[src/rtl/mfp_ahb_arbiter_pkg.sv]
// Shared AHB-Lite encodings and the address-phase bundle used by the two-master arbiter.
package mfp_ahb_arbiter_pkg;
  localparam logic [1:0] HTRANS_IDLE   = 2'b00;
  localparam logic [1:0] HTRANS_BUSY   = 2'b01;
  localparam logic [1:0] HTRANS_NONSEQ = 2'b10;
  localparam logic [1:0] HTRANS_SEQ    = 2'b11;

  localparam logic [2:0] HBURST_SINGLE = 3'b000;
  localparam logic [2:0] HBURST_INCR   = 3'b001;
  localparam logic [2:0] HBURST_WRAP4  = 3'b010;
  localparam logic [2:0] HBURST_INCR4  = 3'b011;

  typedef struct packed {
    logic [31:0] haddr;
    logic [1:0]  htrans;
    logic        hwrite;
    logic [2:0]  hsize;
    logic [2:0]  hburst;
    logic        hmastlock;
  } ahb_addr_t;

  function automatic logic is_burst4(input logic [2:0] b);
    return (b == HBURST_INCR4) || (b == HBURST_WRAP4);
  endfunction
endpackage

[src/rtl/mfp_ahb_arbiter_if.sv]
// One AHB-Lite link; the arbiter faces each master through .slave and the fabric through .master.
interface mfp_ahb_arbiter_if;
  logic [31:0] HADDR;
  logic [1:0]  HTRANS;
  logic        HWRITE;
  logic [2:0]  HSIZE;
  logic [2:0]  HBURST;
  logic        HMASTLOCK;
  logic [31:0] HWDATA;
  logic        HREADY;
  logic        HRESP;
  logic [31:0] HRDATA;

  modport master (output HADDR, HTRANS, HWRITE, HSIZE, HBURST, HMASTLOCK, HWDATA,
                  input  HREADY, HRESP, HRDATA);
  modport slave  (input  HADDR, HTRANS, HWRITE, HSIZE, HBURST, HMASTLOCK, HWDATA,
                  output HREADY, HRESP, HRDATA);
endinterface

[src/rtl/mfp_ahb_arb_input_stage.sv]
// Per-master holding register: parks an address phase the slave could not take yet.
module mfp_ahb_arb_input_stage
  import mfp_ahb_arbiter_pkg::*;
(
  input  logic      gclk,
  input  logic      grst_n,
  input  ahb_addr_t live,
  input  logic      capture,
  input  logic      issue,
  output logic      pend,
  output ahb_addr_t sel
);
  ahb_addr_t hold;

  always_ff @(posedge gclk or negedge grst_n) begin
    if (!grst_n) begin
      pend <= 1'b0;
      hold <= '0;
    end else if (capture) begin
      pend <= 1'b1;
      hold <= live;
    end else if (issue) begin
      pend <= 1'b0;
    end
  end

  assign sel = pend ? hold : live;
endmodule

[src/rtl/mfp_ahb_arbiter.sv]
// Two-master AHB-Lite arbiter: round-robin address grant, burst/lock hold, data phase routed to its owner.
module mfp_ahb_arbiter
  import mfp_ahb_arbiter_pkg::*;
(
  input  logic                HCLK,
  input  logic                HRESETn,
  mfp_ahb_arbiter_if.slave    m0,
  mfp_ahb_arbiter_if.slave    m1,
  mfp_ahb_arbiter_if.master   s
);
  ahb_addr_t   live0, live1, sel0, sel1, slv;
  logic        pend0, pend1, cap0, cap1, iss0, iss1, rdy0, rdy1;
  logic        owner, owner_nxt, last, last_nxt, dvalid, downer, lock_r, lock_nxt;
  logic [1:0]  beats_left, beats_nxt, s_htrans;
  logic        s_acc, hold, req0, req1;

  assign live0 = {m0.HADDR, m0.HTRANS, m0.HWRITE, m0.HSIZE, m0.HBURST, m0.HMASTLOCK};
  assign live1 = {m1.HADDR, m1.HTRANS, m1.HWRITE, m1.HSIZE, m1.HBURST, m1.HMASTLOCK};

  assign rdy0 = (dvalid && !downer) ? s.HREADY : !pend0;
  assign rdy1 = (dvalid &&  downer) ? s.HREADY : !pend1;

  // A master-accepted transfer bypasses the holding register only as the unblocked owner.
  assign cap0 = live0.htrans[1] && rdy0 && !(!owner && !pend0 && s.HREADY);
  assign cap1 = live1.htrans[1] && rdy1 && !( owner && !pend1 && s.HREADY);

  assign slv      = owner ? sel1 : sel0;
  assign s_htrans = HRESETn ? slv.htrans : HTRANS_IDLE;
  assign s_acc    = s.HREADY && s_htrans[1];
  assign iss0     = s_acc && !owner;
  assign iss1     = s_acc &&  owner;

  mfp_ahb_arb_input_stage u_in0 (.gclk(HCLK), .grst_n(HRESETn), .live(live0),
                                 .capture(cap0), .issue(iss0), .pend(pend0), .sel(sel0));
  mfp_ahb_arb_input_stage u_in1 (.gclk(HCLK), .grst_n(HRESETn), .live(live1),
                                 .capture(cap1), .issue(iss1), .pend(pend1), .sel(sel1));

  assign s.HADDR     = slv.haddr;
  assign s.HTRANS    = s_htrans;
  assign s.HWRITE    = slv.hwrite;
  assign s.HSIZE     = slv.hsize;
  assign s.HBURST    = slv.hburst;
  assign s.HMASTLOCK = slv.hmastlock;
  assign s.HWDATA    = downer ? m1.HWDATA : m0.HWDATA;

  assign m0.HREADY = rdy0;
  assign m1.HREADY = rdy1;
  assign m0.HRESP  = dvalid && !downer && s.HRESP;
  assign m1.HRESP  = dvalid &&  downer && s.HRESP;
  assign m0.HRDATA = s.HRDATA;
  assign m1.HRDATA = s.HRDATA;

  // Hold looks at the post-update counter so a burst's first beat holds and its last beat releases.
  always_comb begin
    beats_nxt = beats_left;
    lock_nxt  = lock_r;
    if (s.HREADY) begin
      if (s_acc) begin
        lock_nxt = slv.hmastlock;
        if (s_htrans == HTRANS_NONSEQ)
          beats_nxt = is_burst4(slv.hburst) ? 2'd3 : 2'd0;
        else if (s_htrans == HTRANS_SEQ && beats_left != 2'd0)
          beats_nxt = beats_left - 2'd1;
      end else begin
        lock_nxt = 1'b0;
      end
    end
  end

  assign hold = (beats_nxt != 2'd0) || lock_nxt;
  assign req0 = pend0 || (live0.htrans == HTRANS_NONSEQ);
  assign req1 = pend1 || (live1.htrans == HTRANS_NONSEQ);

  always_comb begin
    owner_nxt = owner;
    last_nxt  = last;
    if (s.HREADY && !hold && (req0 || req1)) begin
      owner_nxt = (req0 && req1) ? !last : req1;
      last_nxt  = owner_nxt;
    end
  end

  always_ff @(posedge HCLK or negedge HRESETn) begin
    if (!HRESETn) begin
      owner      <= 1'b0;
      last       <= 1'b1;
      dvalid     <= 1'b0;
      downer     <= 1'b0;
      lock_r     <= 1'b0;
      beats_left <= 2'd0;
    end else begin
      owner      <= owner_nxt;
      last       <= last_nxt;
      lock_r     <= lock_nxt;
      beats_left <= beats_nxt;
      if (s.HREADY) begin
        dvalid <= s_htrans[1];
        if (s_htrans[1]) downer <= owner;
      end
    end
  end
endmodule
[src/flat_wrapper.sv]
// flat-port wrapper written by rule: the top's interface ports become plain ports
module mfp_ahb_arbiter_flat import mfp_ahb_arbiter_pkg::*;
  (HCLK, HRESETn, m0_HADDR, m0_HTRANS, m0_HWRITE, m0_HSIZE, m0_HBURST, m0_HMASTLOCK, m0_HWDATA, m0_HREADY, m0_HRESP, m0_HRDATA, m1_HADDR, m1_HTRANS, m1_HWRITE, m1_HSIZE, m1_HBURST, m1_HMASTLOCK, m1_HWDATA, m1_HREADY, m1_HRESP, m1_HRDATA, s_HADDR, s_HTRANS, s_HWRITE, s_HSIZE, s_HBURST, s_HMASTLOCK, s_HWDATA, s_HREADY, s_HRESP, s_HRDATA);
  mfp_ahb_arbiter_if m0_i ();
  mfp_ahb_arbiter_if m1_i ();
  mfp_ahb_arbiter_if s_i ();
  input  logic HCLK;
  input  logic HRESETn;
  input wire logic [$bits(m0_i.HADDR)-1:0] m0_HADDR;
  input wire logic [$bits(m0_i.HTRANS)-1:0] m0_HTRANS;
  input wire logic [$bits(m0_i.HWRITE)-1:0] m0_HWRITE;
  input wire logic [$bits(m0_i.HSIZE)-1:0] m0_HSIZE;
  input wire logic [$bits(m0_i.HBURST)-1:0] m0_HBURST;
  input wire logic [$bits(m0_i.HMASTLOCK)-1:0] m0_HMASTLOCK;
  input wire logic [$bits(m0_i.HWDATA)-1:0] m0_HWDATA;
  output wire logic [$bits(m0_i.HREADY)-1:0] m0_HREADY;
  output wire logic [$bits(m0_i.HRESP)-1:0] m0_HRESP;
  output wire logic [$bits(m0_i.HRDATA)-1:0] m0_HRDATA;
  input wire logic [$bits(m1_i.HADDR)-1:0] m1_HADDR;
  input wire logic [$bits(m1_i.HTRANS)-1:0] m1_HTRANS;
  input wire logic [$bits(m1_i.HWRITE)-1:0] m1_HWRITE;
  input wire logic [$bits(m1_i.HSIZE)-1:0] m1_HSIZE;
  input wire logic [$bits(m1_i.HBURST)-1:0] m1_HBURST;
  input wire logic [$bits(m1_i.HMASTLOCK)-1:0] m1_HMASTLOCK;
  input wire logic [$bits(m1_i.HWDATA)-1:0] m1_HWDATA;
  output wire logic [$bits(m1_i.HREADY)-1:0] m1_HREADY;
  output wire logic [$bits(m1_i.HRESP)-1:0] m1_HRESP;
  output wire logic [$bits(m1_i.HRDATA)-1:0] m1_HRDATA;
  output wire logic [$bits(s_i.HADDR)-1:0] s_HADDR;
  output wire logic [$bits(s_i.HTRANS)-1:0] s_HTRANS;
  output wire logic [$bits(s_i.HWRITE)-1:0] s_HWRITE;
  output wire logic [$bits(s_i.HSIZE)-1:0] s_HSIZE;
  output wire logic [$bits(s_i.HBURST)-1:0] s_HBURST;
  output wire logic [$bits(s_i.HMASTLOCK)-1:0] s_HMASTLOCK;
  output wire logic [$bits(s_i.HWDATA)-1:0] s_HWDATA;
  input wire logic [$bits(s_i.HREADY)-1:0] s_HREADY;
  input wire logic [$bits(s_i.HRESP)-1:0] s_HRESP;
  input wire logic [$bits(s_i.HRDATA)-1:0] s_HRDATA;
  assign m0_i.HADDR = m0_HADDR;
  assign m0_i.HTRANS = m0_HTRANS;
  assign m0_i.HWRITE = m0_HWRITE;
  assign m0_i.HSIZE = m0_HSIZE;
  assign m0_i.HBURST = m0_HBURST;
  assign m0_i.HMASTLOCK = m0_HMASTLOCK;
  assign m0_i.HWDATA = m0_HWDATA;
  assign m0_HREADY = m0_i.HREADY;
  assign m0_HRESP = m0_i.HRESP;
  assign m0_HRDATA = m0_i.HRDATA;
  assign m1_i.HADDR = m1_HADDR;
  assign m1_i.HTRANS = m1_HTRANS;
  assign m1_i.HWRITE = m1_HWRITE;
  assign m1_i.HSIZE = m1_HSIZE;
  assign m1_i.HBURST = m1_HBURST;
  assign m1_i.HMASTLOCK = m1_HMASTLOCK;
  assign m1_i.HWDATA = m1_HWDATA;
  assign m1_HREADY = m1_i.HREADY;
  assign m1_HRESP = m1_i.HRESP;
  assign m1_HRDATA = m1_i.HRDATA;
  assign s_HADDR = s_i.HADDR;
  assign s_HTRANS = s_i.HTRANS;
  assign s_HWRITE = s_i.HWRITE;
  assign s_HSIZE = s_i.HSIZE;
  assign s_HBURST = s_i.HBURST;
  assign s_HMASTLOCK = s_i.HMASTLOCK;
  assign s_HWDATA = s_i.HWDATA;
  assign s_i.HREADY = s_HREADY;
  assign s_i.HRESP = s_HRESP;
  assign s_i.HRDATA = s_HRDATA;
  mfp_ahb_arbiter u_core (.HCLK(HCLK), .HRESETn(HRESETn), .m0(m0_i), .m1(m1_i), .s(s_i));
endmodule
[config.mk]
export PLATFORM = sky130hd
export DESIGN_NAME = mfp_ahb_arbiter_flat
export DESIGN_NICKNAME = d
export VERILOG_FILES = /design/src/rtl/mfp_ahb_arbiter_pkg.sv /design/src/rtl/mfp_ahb_arbiter_if.sv /design/src/rtl/mfp_ahb_arb_input_stage.sv /design/src/rtl/mfp_ahb_arbiter.sv /design/src/flat_wrapper.sv
export SDC_FILE = /design/constraint.sdc
export NUM_CORES = 1
export LEC_CHECK = 0
export ABC_AREA = 1
export CAP_MARGIN = 10
export CORE_ASPECT_RATIO = 0.5
export CORE_MARGIN = 2
export CORE_UTILIZATION = 25
export CTS_CLUSTER_DIAMETER = 80
export DETAILED_ROUTE_END_ITERATION = 6
export PLACE_DENSITY = 0.63
export RECOVER_POWER = 50
export SETUP_SLACK_MARGIN = 0.1
export SLEW_MARGIN = 20
export SYNTH_ARGS = -nofsm -noshare
export SYNTH_HDL_FRONTEND = slang
export SYNTH_HIERARCHICAL = 1
export SYNTH_SLANG_ARGS = --single-unit
[constraint.sdc]
create_clock -name HCLK -period 2.62 [get_ports HCLK]
set_input_delay 0.524 -clock HCLK [delete_from_list [all_inputs] [get_ports HCLK]]
set_output_delay 0.524 -clock HCLK [all_outputs]
set_load 0.05 [all_outputs]
# [Yosys cells after proc, flatten, opt, wreduce, memory -nomap -nowiden]
# Cells that the tools add are included.
[totals] elab_cells=83 reg_bits=93 in_bits=184
[op_classes] n_eq_ne=6 n_addsub=1 n_mux=19 n_reduce_logical=37
[ops] op="two-way mux 42 bit" count=3
[ops] op="two-way mux 32 bit" count=1
[ops] op="logical AND 1 bit" count=19
[ops] op="two-way mux 2 bit" count=6
[ops] op="two-way mux 1 bit" count=9
[ops] op="equality test 2 bit, second input constant" count=4
[ops] op="logical NOT 1 bit" count=8
[ops] op="nonzero test 2 bit" count=4
[ops] op="equality test 3 x 2 -> 1 bit, second input constant" count=2
[ops] op="logical OR 1 bit" count=5
[ops] op="AND reduction 2 bit" count=1
[ops] op="subtractor 2 x 1 -> 2 bit, second input constant" count=1

# [Logic depth before layout (Yosys ltp)]
# Gate-level depths: netlist of run 1.
[logic_depth] word_depth=14 depth_mapped=17

# [Cells and area by module]
# Netlist of run 1, hierarchy kept.
[modules_own_cells] mod="mfp_ahb_arb_input_stage" cells_per_inst=318 area_per_inst_um2=2324.7 seq_area_each_um2=1076.0 n_inst=2
[modules_own_cells] mod="mfp_ahb_arbiter" cells_per_inst=380 area_per_inst_um2=1900.6 seq_area_each_um2=151.4 n_inst=1

# [Worst setup path after synthesis of run 1]
# Ideal clock, no wire load.
[synth_path] path_type="register to output" start="reg u_core.owner" end="out s_HADDR[13]" t_arrival_ns=1.412 n_path_buf=3 required_time_ns=2.096 path_slack_ns=0.684 stages_incl_launch_ff=7 path_cell_list="dfrtp_1 > buf_6 > inv_6 > buf_2 > buf_1 > nand2_1 > nand2_1"
[synth_via] elab_chain_cells=1
[synth_lines] item="start: declaration" line="mfp_ahb_arbiter.sv:13" source="logic owner, owner_nxt, last, last_nxt, dvalid, downer, lock_r, lock_nxt;"
[synth_lines] item="start signal: assignment" line="mfp_ahb_arbiter.sv:92" source="owner <= owner_nxt;"
[synth_lines] item="two-way mux 42 bit" line="mfp_ahb_arbiter.sv:27" source="assign slv = owner ? sel1 : sel0;"
[synth_lines] item="end: declaration" line="flat_wrapper.sv:29" source="output wire logic [$bits(s_i.HADDR)-1:0] s_HADDR;"
# No other way between the ends.

==> flow_summary.json, run 1 <==
{
  "hold_violations": 0,
  "ys_top_cells_by_area": "nand2_1, dfrtp_1, buf_4",
  "ys_seq_area_frac": 0.352,
  "drt_iter0_drc": 502,
  "drv_cap": 0,
  "start_kind": "flip-flop",
  "cp-end-kind": "output port",
  "antenna_found_initial": 2,
  "tightest_slew_ns": 1.15,
  "syn_avg_cell_area_um2": 6.45,
  "holdWs_ns": 0.0469,
  "cts.path.max_buffers": 2,
  "n_antenna_cell": 0,
  "die_height_um": 118,
  "p_leak_nw": 4.86,
  "cts_buffers": 9,
  "grt_pass1_wl_mm": 33.2,
  "synth_edf_count": 0,
  "regArea_um2": 2310,
  "clk_pin_slew_ns": 0.06,
  "multi_input_area_um2": 3130,
  "synth_top_area_frac": 0.400,
  "grt_pass1_vias": 6125,
  "path_max_fanout": 31,
  "async_flop_share": 1.00,
  "wl_per_cell_um": 14.0,
  "synth_most_common_cell": "nand2_1",
  "insertion_delay_ns": 0.34,
  "cp_top_family": "buffers and inverters",
  "slew_viol_final": 0,
  "synth_seq_cells": 92,
  "rsz0062_at_grt": "no",
  "ioPinCount": 326,
  "synth_nets": 1201,
  "dp.cells": 1488,
  "root_buffer": "clkbuf_16",
  "peakVddDrop_v": 0.000668,
  "htree_levels": 3,
  "clkSinkCount": 92,
  "io_buffers": 229,
  "ys_warn_count": 6,
  "cp_num_buf_inv": 3,
  "grt_max_degree": 81,
  "synth_ff_type": "dfrtp_1",
  "die_w_um": 233,
  "status": "completed",
  "yosysTopAreaCell": "nand2_1",
  "initial_core_util": 0.257,
  "r2r_end": "u_core/owner",
  "slowest_stage": "dfrtp_1",
  "ant_nets": 0,
  "track_usage": 0.151,
  "row_count": 41,
  "arrival_ns": 1.88,
  "viasPerCell": 4.23,
  "nFillCells": 2636,
  "vias": 6367,
  "path_class": "reg -> out",
  "netlist_top_cells_count": "nand2_1, dfrtp_1, buf_4, nand2_2, buf_6",
  "yosys.cell_types.count": 28,
  "syn_area_um2": 6550,
  "synthesis.instances": 1016,
  "dp_hpwl_mm": 15.4,
  "fin_crit_sh": 0.918,
  "min_period_ns": 2.41,
  "critPathRequiredTime_ns": 2.10,
  "finalPower_mw": 12.5,
  "die_area_um2": 27600,
  "r2r_start": "u_core/u_in1/pend",
  "place_congestion": 0.836,
  "min_path_type": "in -> async",
  "cts_tree": "done",
  "cp_cell_sequence": "buf_6 -> buf_4 -> nand2_1 -> nand2_1 -> nand2_1 -> nand2_1 -> buf_12",
  "finalNonFillerCells": 1504,
  "nets": 1340,
  "cpPeakStageDelay_ns": 0.46,
  "clock_skew_ns": 0.00562,
  "first_pass_iters": 5,
  "power_per_cell_area_nw_per_um2": 1390,
  "routed_wl_mm": 21.0,
  "syn_to_final_growth_pct": 38.1,
  "slew_headroom": 0.233,
  "core_um2": 25400,
  "overflow": 0,
  "rrSetupSlack_ns": 0.32,
  "setup_viol": 0,
  "fmax_ghz": 0.416,
  "drive_gt1_frac": 0.147,
  "rr_worst_depth": 13,
  "path_common_cell": "nand2_1",
  "drc": 0,
  "final.setup.tns_ns": 0
}
==> cells by family (layout without fill, tap and decap cells) <==
family / Yosys count / in the layout / synth area share
fa+ha+maj: 1 / 1 / 0.00191
flops: 92 / 92 / 0.352
simple gates: 764 / 764 / 0.465
buf+inv: 147 / 291 / 0.171
compound gates: 12 / 12 / 0.0107
==> registers in the layout, indices dropped and copies added (netlist names) <==
register / count
u_core/beats_left: 2
u_core/downer: 1
u_core/dvalid: 1
u_core/last: 1
u_core/owner: 1
u_core/u_in0/hold: 42
u_core/u_in0/pend: 1
u_core/u_in1/hold: 42
u_core/u_in1/pend: 1
==> worst max-delay path by stage <==
stage,slack [ns],start,depth (start not counted),to
4_1_cts,0.17,u_core/u_in1/pend,7,s_HADDR[4]
5_1_grt,0.09,u_core/u_in1/pend,7,s_HADDR[6]
3_3_place_gp,0.23,s_HREADY,4,m0_HREADY
3_5_place_dp,0.26,s_HREADY,4,m0_HREADY
6_report,0.21,u_core/u_in1/pend,7,s_HADDR[4]
2_1_floorplan,0.68,u_core/owner,6,s_HADDR[13]
==> timing repair <==
item	in CTS	in global routing
setup buffers	0	0
hold buffers	0	0
setup endpoints to repair	0	16
gates resized for setup	0	1
==> through the flow <==
step | util | instance area [um^2] | setup WS (ns)
after floorplan | - | 6550 | 0.684
after global placement | 0.345 | 8770 | 0.228
after detailed placement | 0.345 | 8770 | 0.261
after CTS | 0.357 | 9080 | 0.175
after global routing | 0.355 | 9040 | 0.0898
final | 0.355 | 9040 | 0.215
==> area by class of cell <==
class,instances,area share
multi-input cells,777,0.346
repair buffers,244,0.301
flip-flops and latches,92,0.255
well taps,344,0.0476
clock buffers,15,0.0307
inverters,31,0.0167
clock inverters,1,0.00332
==> power breakdown <==
group          total, mW  internal [mW]  switching (mW)
clock network       1.35          0.820           0.532
logic               8.69           3.28            5.41
registers           2.48           2.09           0.390
total               12.5           6.20            6.33
==> cells in the final DEF (no fill, tap or decap), drive strengths merged <==
master,count
nand4,3
bufinv,1
buf,92
and2,1
dfstp,1
a21oi,1
a21boi,1
nand3,3
ha,1
nand2,752
or2,1
clkdlybuf4s50,150
a311oi,2
o21ai,8
clkinv,1
nor2,4
dfrtp,91
clkbuf,17
inv,30
==> layer usage <==
layer  up-vias  track usage  part of all wire
li1       3221            -                 -
met1      2953        0.193              0.43
met2       151        0.253              0.49
met3        42       0.0335             0.049
met4         0       0.0454             0.027
met5         -            0                 0
Note: power is estimated with default switching activity, not from simulation.
==> inputs of run 2 (changes only) <==
- CORE_MARGIN: 2 -> 4
==> run 2 against run 1 <==
Compared with the run above:
- design area fell by 0.28%
- clock skew fell by 0.00090 ns
- wire length rose by 5.5%
- first-iteration DRC count fell by 17%
- core utilization fell by 0.17 points
- critical path type unchanged
==> flow_summary.json, run 2 (synthesis gave the netlist of run 1 again) <==
{
  "status": "completed",
  "worst_slack_ns": 0.277,
  "drv_cap": 0,
  "fin_crit_sh": 0.894,
  "clkSinkCount": 92,
  "power_frac_comb": 0.688,
  "cp-end-kind": "output port",
  "setup_viol": 0,
  "wl_per_cell_um": 14.7,
  "final_area_um2": 9020,
  "cts_resized": 0,
  "grt_pass1_wl_mm": 34.4,
  "min_period_ns": 2.34,
  "cts_buffers": 9,
  "root_buffer": "clkbuf_16",
  "fmax_ghz": 0.427,
  "drt_iter0_drc": 416,
  "min_path_type": "reg -> reg",
  "path_common_cell": "nand2_1",
  "arrival_ns": 1.82,
  "slowest_stage": "dfrtp_2",
  "cpPeakStageDelay_ns": 0.55,
  "n_antenna_cell": 0,
  "place_area_um2": 8750,
  "hold_violations": 0,
  "slew_headroom": 0.161,
  "die_height_um": 122,
  "grt_pass1_vias": 6173,
  "clock_skew_ns": 0.00472,
  "finalNonFillerCells": 1505,
  "dp.cells": 1488,
  "die_w_um": 237,
  "initial_core_util": 0.257,
  "final.setup.tns_ns": 0,
  "fin_util": 0.354,
  "p_clk_frac": 0.109,
  "peakVddDrop_v": 0.000760,
  "p_leak_nw": 4.86,
  "rsz0062_at_grt": "no",
  "power_per_cell_area_nw_per_um2": 1390,
  "vias": 6482,
  "nFillCells": 2620,
  "die_area_um2": 29000,
  "routed_wl_mm": 22.2,
  "multi_input_area_um2": 3120,
  "intPower_mw": 6.13,
  "critPathRequiredTime_ns": 2.10,
  "nets": 1341,
  "drc": 0,
  "ioPinCount": 326,
  "swShare": 0.509,
  "finalPower_mw": 12.5,
  "ant_nets": 0,
  "holdWs_ns": 0.468,
  "track_usage": 0.148,
  "path_class": "reg -> out",
  "row_count": 41,
  "cts.path.max_buffers": 2,
  "regArea_um2": 2310,
  "overflow": 0,
  "cts_tree": "done",
  "top_regs": "u_core/u_in0/hold x42, u_core/u_in1/hold x42, u_core/beats_left x2",
  "pwr-share-seq": 0.203,
  "drive_gt1_frac": 0.148,
  "antenna_found_initial": 2,
  "dp_slack_ns": 0.246,
  "place_congestion": 0.864,
  "cp_cell_sequence": "inv_6 -> nand2_1 -> nand2_1 -> nand2_1 -> inv_1 -> buf_12",
  "insertion_delay_ns": 0.34,
  "layout_common_cells": "nand2_1, clkdlybuf4s50_1, dfrtp_1",
  "layout_commonest_cell": "nand2_1",
  "path_max_fanout": 44,
  "grt_max_degree": 49,
  "syn_to_final_growth_pct": 37.7,
  "slew_viol_final": 0,
  "start_kind": "flip-flop",
  "first_pass_iters": 5,
  "io_buffers": 229,
  "p_sw_mw": 6.37,
  "htree_levels": 3,
  "core_um2": 25500,
  "tightest_slew_ns": 1.26,
  "clk_pin_slew_ns": 0.06,
  "dp_hpwl_mm": 16.5,
  "viasPerCell": 4.31
}
## run 2: cell types whose count changed in the layout (fill, tap and decap cells not counted), sizes merged
cell,previous run,this run
clkbuf,17,16
dlygate4sd3,0,1
clkinv,1,3
buf,92,91
## run 2: worst paths after layout
| path | start | to | slack (ns) | cells past startpoint |
|---|---|---|---|---|
| max reg2reg | u_core/owner | u_core/owner | 0.34 | 11 |
| min reg2reg | u_core/last | u_core/last | 0.47 | 2 |
| min in group asynchronous | HRESETn | u_core/beats_left[0] | 0.59 | 2 |
| max in group asynchronous | HRESETn | u_core/u_in1/pend | 0.50 | 3 |
| min | u_core/last | u_core/last | 0.47 | 2 |
| max | u_core/owner | s_HTRANS[0] | 0.28 | 6 |
## run 2: worst max-delay path: cells and delay by family, from the launching register on
family | cells | cell delay (ns)
buffers and inverters | 3 | 0.62
and+or+nand+nor | 3 | 0.29
DFF | 1 | 0.55
## run 2: routing by layer
layer	global-route usage	up-vias	routed length [um]
met5	0	-	27
met4	0.0481	4	620
met3	0.0326	50	1160
met2	0.263	188	11200
met1	0.181	3015	9140
li1	-	3225	-
## run 2: cell type report
cell class,count,share of cell area
clock buffers,13,0.0300
clock inverters,3,0.00486
inverters,31,0.0168
multi-input cells,777,0.346
flip-flops and latches,92,0.256
well taps,344,0.0477
repair buffers,245,0.299
## run 2: power by group through the flow
stage	Clock [mW]	Sequential, mW	Combinational [mW]
3_5_place_dp	0	2.55	8.70
2_1_floorplan	0	2.39	5.87
5_1_grt	1.46	2.62	9.26
4_1_cts	1.41	2.53	8.72
3_3_place_gp	0	2.52	8.59
6_report	1.36	2.54	8.61
## run 2: timing repair
item,CTS,global route
hold buffers,1,0
buffers inserted,0,0
endpoints found under the hold margin,4,0
